==> config.mk <==
export PLATFORM = sky130hd
export DESIGN_NAME = bram_bitmap_ctrl
export DESIGN_NICKNAME = d
export VERILOG_FILES = /design/src/rtl/bram_bitmap_ctrl.sv
export SDC_FILE = /design/constraint.sdc
export NUM_CORES = 1
export LEC_CHECK = 0
export ABC_AREA = 1
export BUFFER_PORTS_ARGS = -buffer_cell sky130_fd_sc_hd__buf_2
export CAP_MARGIN = 10
export CORE_MARGIN = 2
export CORE_UTILIZATION = 38
export DETAILED_ROUTE_END_ITERATION = 10
export PLACE_DENSITY = 0.58
export SLEW_MARGIN = 30
export SYNTH_ARGS = -nofsm -noshare
export SYNTH_HDL_FRONTEND = slang
export SYNTH_SLANG_ARGS = --single-unit
==> constraint.sdc <==
create_clock -name CLK -period 2.71 [get_ports CLK]
set_input_delay 0.542 -clock CLK [delete_from_list [all_inputs] [get_ports CLK]]
set_output_delay 0.542 -clock CLK [all_outputs]
set_load 0.005 [all_outputs]
==> src/rtl/bram_bitmap_ctrl.sv <==
// bram_bitmap_ctrl
//   Bit-granular set/clear/test controller over a 1-bit-wide synchronous BRAM,
//   keeping a live population count of set bits. After reset (or on request)
//   the whole memory is swept to zero before any request is accepted.
//
// Ports
//   CLK, RST              clock, asynchronous active-high reset
//   init_start / busy     full-clear request (IDLE only) / clear in progress
//   req_valid/ready/op/addr  request channel (op: 00 TEST, 01 SET, 10 CLEAR, 11 TEST)
//   rsp_valid/ready/data  response channel, data = bit value before the operation
//   pop_count             number of bits currently set (0..2^ABITS)
//   A0, D0, WE0, CE0, Q0  BRAM port 0 (Q0 valid one cycle after a read)
module bram_bitmap_ctrl #(
  parameter int unsigned ABITS = 14
) (
  input  logic             CLK,
  input  logic             RST,
  input  logic             init_start,
  output logic             busy,
  input  logic             req_valid,
  output logic             req_ready,
  input  logic [1:0]       req_op,
  input  logic [ABITS-1:0] req_addr,
  output logic             rsp_valid,
  input  logic             rsp_ready,
  output logic             rsp_data,
  output logic [ABITS:0]   pop_count,
  output logic [ABITS-1:0] A0,
  output logic             D0,
  output logic             WE0,
  output logic             CE0,
  input  logic             Q0
);

  typedef enum logic [2:0] {
    S_INIT,
    S_IDLE,
    S_RD,
    S_WR,
    S_RSP
  } state_t;

  localparam logic [ABITS:0] POP_MAX = {1'b1, {ABITS{1'b0}}};

  state_t           state, state_nx;
  logic [ABITS-1:0] sweep;
  logic [1:0]       op_q;
  logic [ABITS-1:0] addr_q;
  logic             is_set, is_clr;
  logic             accept, start_init;

  assign is_set     = (op_q == 2'b01);
  assign is_clr     = (op_q == 2'b10);
  assign start_init = (state == S_IDLE) && init_start;
  // init_start wins over a simultaneous request
  assign accept     = (state == S_IDLE) && !init_start && req_valid;

  assign busy      = (state == S_INIT);
  assign req_ready = (state == S_IDLE);
  assign rsp_valid = (state == S_RSP);

  always_ff @(posedge CLK or posedge RST) begin
    if (RST) begin
      state <= S_INIT;
    end else begin
      state <= state_nx;
    end
  end

  always_comb begin
    state_nx = state;
    unique case (state)
      S_INIT: if (sweep == '1) state_nx = S_IDLE;
      S_IDLE: begin
        if (init_start)     state_nx = S_INIT;
        else if (req_valid) state_nx = S_RD;
      end
      S_RD:   state_nx = S_WR;
      S_WR:   state_nx = S_RSP;
      S_RSP:  if (rsp_ready) state_nx = S_IDLE;
      default: state_nx = S_INIT;
    endcase
  end

  // BRAM port decode
  always_comb begin
    A0  = '0;
    D0  = 1'b0;
    WE0 = 1'b0;
    CE0 = 1'b0;
    unique case (state)
      S_INIT: begin
        A0  = sweep;
        WE0 = 1'b1;
        CE0 = 1'b1;
      end
      S_RD: begin
        A0  = addr_q;
        CE0 = 1'b1;
      end
      S_WR: begin
        if (is_set || is_clr) begin
          A0  = addr_q;
          D0  = is_set;
          WE0 = 1'b1;
          CE0 = 1'b1;
        end
      end
      default: ;
    endcase
  end

  // Sweep counter wraps back to 0 on its last INIT cycle
  always_ff @(posedge CLK or posedge RST) begin
    if (RST) begin
      sweep <= '0;
    end else if (state == S_INIT) begin
      sweep <= sweep + ABITS'(1);
    end else if (start_init) begin
      sweep <= '0;
    end
  end

  always_ff @(posedge CLK or posedge RST) begin
    if (RST) begin
      op_q   <= '0;
      addr_q <= '0;
    end else if (accept) begin
      op_q   <= req_op;
      addr_q <= req_addr;
    end
  end

  always_ff @(posedge CLK or posedge RST) begin
    if (RST) begin
      rsp_data <= 1'b0;
    end else if (state == S_WR) begin
      rsp_data <= Q0;
    end
  end

  always_ff @(posedge CLK or posedge RST) begin
    if (RST) begin
      pop_count <= '0;
    end else if (start_init || state == S_INIT) begin
      pop_count <= '0;
    end else if (state == S_WR) begin
      if (is_set && !Q0 && pop_count != POP_MAX) begin
        pop_count <= pop_count + (ABITS+1)'(1);
      end else if (is_clr && Q0 && pop_count != '0) begin
        pop_count <= pop_count - (ABITS+1)'(1);
      end
    end
  end

endmodule

### Word level (Yosys, flattened, before mapping)

Cells that the tools add are included.

* memory bits (read-only): 0
* latch bits: 0
* RAM bits: 0
* bits in registers: 49
* input bits: 22
* memories kept: 0

* bitwise gates (word level): 0
* $add $sub $neg: 3
* muxes and demuxes: 18
* shift operators: 0
* div/mod/pow operators: 0
* multipliers: 0
* $lt $le $gt $ge: 0
* reduce and logical (&&, ||, !) cells: 19
* equality and inequality tests: 11

Operators by type and width (count)
* two-way mux 15 bit: 4
* two-way mux 14 bit: 3
* case mux 14 bit (3 select lines): 1
* adder 15 x 1 -> 15 bit, second input constant: 1
* != test 15 bit, second input constant: 1
* case mux 3 bit (5 select lines): 1
* nonzero test 15 bit: 1
* subtractor 15 x 1 -> 15 bit, second input constant: 1
* adder 14 x 1 -> 14 bit, second input constant: 1
* equality test 14 bit, second input constant: 1
* two-way mux 3 bit: 4
* logical AND 1 bit: 7
* equality test 3 x 2 -> 1 bit, second input constant: 2
* != test 2 x 1 -> 1 bit, second input constant: 2
* case mux 1 bit (2 select lines): 2
* nonzero test 2 bit: 2
* equality test 3 x 1 -> 1 bit, second input constant: 1
* equality test 3 bit, second input constant: 1
* zero test 3 bit: 1
* two-way mux 1 bit: 3
* != test 3 bit, second input constant: 1
* AND reduction 3 bit: 1
* nonzero test 3 bit: 1
* equality test 2 x 1 -> 1 bit, second input constant: 1
* other kinds (5): 7

### Depth between registers and ports, before layout

* depth after elaboration: 7
* depth in mapped cells: 16
* gate-level depth less buffers: 16

### Least setup slack after synthesis

Ideal clock, no wire load.

* kind: flip-flop to flip-flop
* from: register op_q[1]
* to: register pop_count[7]
* path slack: 0.472 ns
* stages on the path, launching flop included: 15
* clock period less this slack: 2.238 ns
* data arrival time: 2.121 ns
* buffers on the path: 0
* library setup time: 0.116 ns
* required time: 2.594 ns
* cells stage by stage: dfrtp_1 > inv_1 > ha_1 > inv_1 > nor2_1 > nand2_2 > ha_1 > or2_2 > and2_1 > nand2_1 > nand3b_1 > nand2_1 > nor2_1 > nand2_1 > nand2_1

* word-level cells in the longest chain between the ends: 6

RTL lines
* start: declaration: line 47 `logic [1:0] op_q;`
* start signal: assignment: line 129 `op_q <= req_op;`
* equality test 2 x 1 -> 1 bit: line 52 `assign is_set = (op_q == 2'b01);`
* logical AND 1 bit (2 in a row): line 148 `if (is_set && !Q0 && pop_count != POP_MAX) begin`
* two-way mux 15 bit: line 148
* two-way mux 15 bit: line 147 `end else if (state == S_WR) begin`
* two-way mux 15 bit: line 145 `end else if (start_init || state == S_INIT) begin`
* end signal: assignment: line 149 `pop_count <= pop_count + (ABITS+1)'(1);`
* end signal: assignment: line 151 `pop_count <= pop_count - (ABITS+1)'(1);`
* end: declaration: line 27 `output logic [ABITS:0] pop_count,`

Several ways; a longest one is shown, not always the timed one. The select of a mux whose other input is x is not followed.
A chain may end at the register's enable or synchronous reset.

### Worst setup path in the final report

* from: register op_q[1]
* to: register pop_count[12]

The elaborated chain is that of the path after synthesis.

==> results.md <==
* H-tree Lvls at 2
* Total power at 2390 uW
* Placed Area at 3770 sq um
* Port Buffer Count at 57
* CP Capture Type: register
* Critical Path Source Type: register
* Max-Cap Viols at 0
* Status: finished, final reports clean
* Final Setup Violations at 0
* Setup crit end: pop_count[12]$_DFFE_PP0P_
* CTS tree: done
* Number of global-route vias before repair at 3031
* 1st-iter DRT viols at 129
* Latest clock arrival within the worst-skew pair at 0.32 ns
* Worst setup startpoint: op_q[1]$_DFFE_PP0P_
* Leak at 0.00214 uW
* Least-Margin Pin Slew at 0.591 ns
* Grt total ovfl at 0
* Ys Warns at 0
* R2R Path Start: op_q[1]$_DFFE_PP0P_
* Combinational family with the most area after synthesis: simple AND/OR/NAND/NOR gates
* Clock Tree Root: clkbuf_8
* Synth Area in XOR/XNOR at 2.60%
* Core area at 8680 sq um
* Post-synthesis sequential area ratio at 36.3%
* Minimum clock period at 2.43 ns
* Mux contribution to synthesized area at 0%
* Setup TNS at 0 ns
* Die boundary width at 98.2 um
* Post-DP HPWL at 6380 um
* Die area at 9650 sq um
* Nets at 557
* Synthesized area per cell at 7.43 sq um
* Fin crit share at 89.5%
* Total clock buffers created by CTS at 5
* DP Worst Slack at 0.0759 ns
* Initial core utilization at 38.9%
* Crit-path slowest cell: dfrtp_1
* # diodes at 0
* Maximum vdd drop at 399 uV
* DIE HEIGHT at 98.2 um
* Post-Synth Simple-Gate Area at 31.5%
* Layout cells sized above 1 at 22.0%
* Antenna violations before repair at 0
* R2r worst-path depth at 13
* Drt via density at 4.92
* Final hold violation count at 0
* Pin count of the biggest net entering global routing at 33
* Mapped Area at 3370 sq um
* Final instance area at 3880 sq um
* Post-synth top area share at 36.3%
* Clock Sinks at 49
* Drt pass-1 iters at 4
* All-Layer GR Usage at 17.8%
* Fin worst setup slack at 0.284 ns
* Critical Path RT at 2.92 ns
* Worst-path maximum fanout at 16
* Critical path, cell by cell: inv_1 > ha_1 > inv_1 > nor2_2 > nand2_4 > ha_1 > nand2_1 > a21oi_1 > nand3_1 > nand3_1 > nand2_1 > nand3_1 > nand2_1
* Post-Synth Adder-Cell Area at 6.90%
* Worst min path class: input port to async pin
* I/O pin count at 58
* Placer's final routability congestion estimate at 0.951
* Setup slack, reg-to-reg at 0.28 ns
* RSZ-0062 raised after global routing: no
* First-pass GRT wire length at 14000 um
* Clk_skew at 0.00769 ns
* Synth-to-layout area growth at 15.1%
* Largest cells by area after synthesis: dfrtp_1, nand2_1, nor2_1
* #FFs+latches synth at 49
* Residual DRC at 0
* Cells after synthesis at 454
* Syn_nets at 494
* Via count at 3077
* Max frequency at 412 MHz
* Overall routed net length at 8280 um
* Reg2reg end: pop_count[12]$_DFFE_PP0P_
* Row cnt at 34
* CP arrival at 2.64 ns
* Unique masters post-synth at 37
* Slowest stage delay, CP at 0.39 ns
* Largest area contributor in the netlist: dfrtp_1
* Longest Clk Path Bufs at 2
* Routed Antenna Nets at 0
* Kind of critical path: register to register
* Fin. max-slew vios at 0
* Clock-pin slew on the worst setup and hold paths at 0.10 ns
* Power density over the cells at 616 nW/um^2
* Routed len/inst at 13.2 um
* Fraction of the mapped netlist area in compound gates at 13.0%
* Slew headroom at 60.5%
==> synthesized netlist by cell type, drive strengths merged <==
cell type  instances
nand2            112
nor2              67
inv               64
dfrtp             49
nand3             41
a21oi             29
ha                17
o21ai             17
o22ai             17
buf                9
xor2               6
nor3               5
nand3b             4
xnor2              4
nand4              3
or2                3
a21boi             2
and2               2
fa                 1
o31ai              1
o32ai              1
==> flip-flops by register name, summed over array words and instances, names as in the netlist <==
name       cells
pop_count     15
op_q           2
state          3
addr_q        14
sweep         14
rsp_data       1
==> where the power goes <==
part	internal [uW]	switching, uW	leakage, uW
clock network	213	284	0.0000518
registers	905	117	0.000598
logic	385	488	0.00149
==> metal layers <==
metal,share of wire (%),global-route usage [%],vias to the layer above
li1,-,-,1595
met1,47,23.3,1415
met2,48,30.3,59
met3,3.9,3.72,8
met4,1.2,4.64,0
met5,0,0,-
==> cell type report <==
cell class / count / area [sq um]
Tap cell: 108 / 135
Clock inverter: 2 / 17.5
Timing Repair Buffer: 65 / 345
Fill cell: 938 / 4800
Sequential cell: 49 / 1230
Multi-Input combinational cell: 332 / 1830
Clock buffer: 6 / 82.6
Inverter: 64 / 243
==> metrics by stage <==
stage	util [%]	instances	hold slack (ns)
floorplan	-	454	0.472
global placement	43.5	618	0.491
detailed placement	43.5	618	0.500
CTS	44.6	626	0.297
global route	44.7	626	0.319
finish	44.7	626	0.274
==> layout by cell type (no fill, tap or decap), types with 4 or more instances in the layout <==
cell      netlist  final
inv_1          56     55
o22ai_1         7      7
o22ai_2        10     10
dfrtp_1        49     49
a21oi_1        29     29
nand2_1       106    106
xor2_1          6      6
ha_1           17     17
o21ai_0        12     12
buf_2           1     57
nand3b_1        4      4
nor2_2          3      4
nor2_1         62     61
clkbuf_8        0      6
inv_2           7      8
nand2_2         5      4
nand3_1        39     39
xnor2_1         4      4
buf_4           3      8
==> how the worst min path moves through the flow <==
stage / endpoint / cells after the start
finish: addr_q[1]$_DFFE_PP0P_ / 2
global route: addr_q[1]$_DFFE_PP0P_ / 2
CTS: sweep[1]$_DFFE_PP0N_ / 2
detailed placement: addr_q[0]$_DFFE_PP0P_ / 2
global placement: addr_q[0]$_DFFE_PP0P_ / 2
floorplan: rsp_data$_DFFE_PP0P_ / 2
==> cell families after synthesis <==
logic type	Yosys count
buffers and inverters	73
DFF	49
AOI/OAI and AO/OA	67
xor gates and xnor gates	10
adders and majority gates	18
and+or+nand+nor	237
==> repair_timing <==
action / 4_1_cts / 5_1_grt
setup endpoints to repair: 0 / 10
hold buffers: 0 / 0
hold endpoints to repair: 0 / 0
buffers inserted: 0 / 0
gates resized for setup: 0 / 3
==> critical path, delay by kind of cell, from the launching register on <==
family / cells / cell delay (ns)
simple gates: 8 / 0.91
fa+ha+maj: 2 / 0.52
flops: 1 / 0.39
compound gates: 1 / 0.36
buf+inv: 2 / 0.14
(Power assumes the default switching activity.)
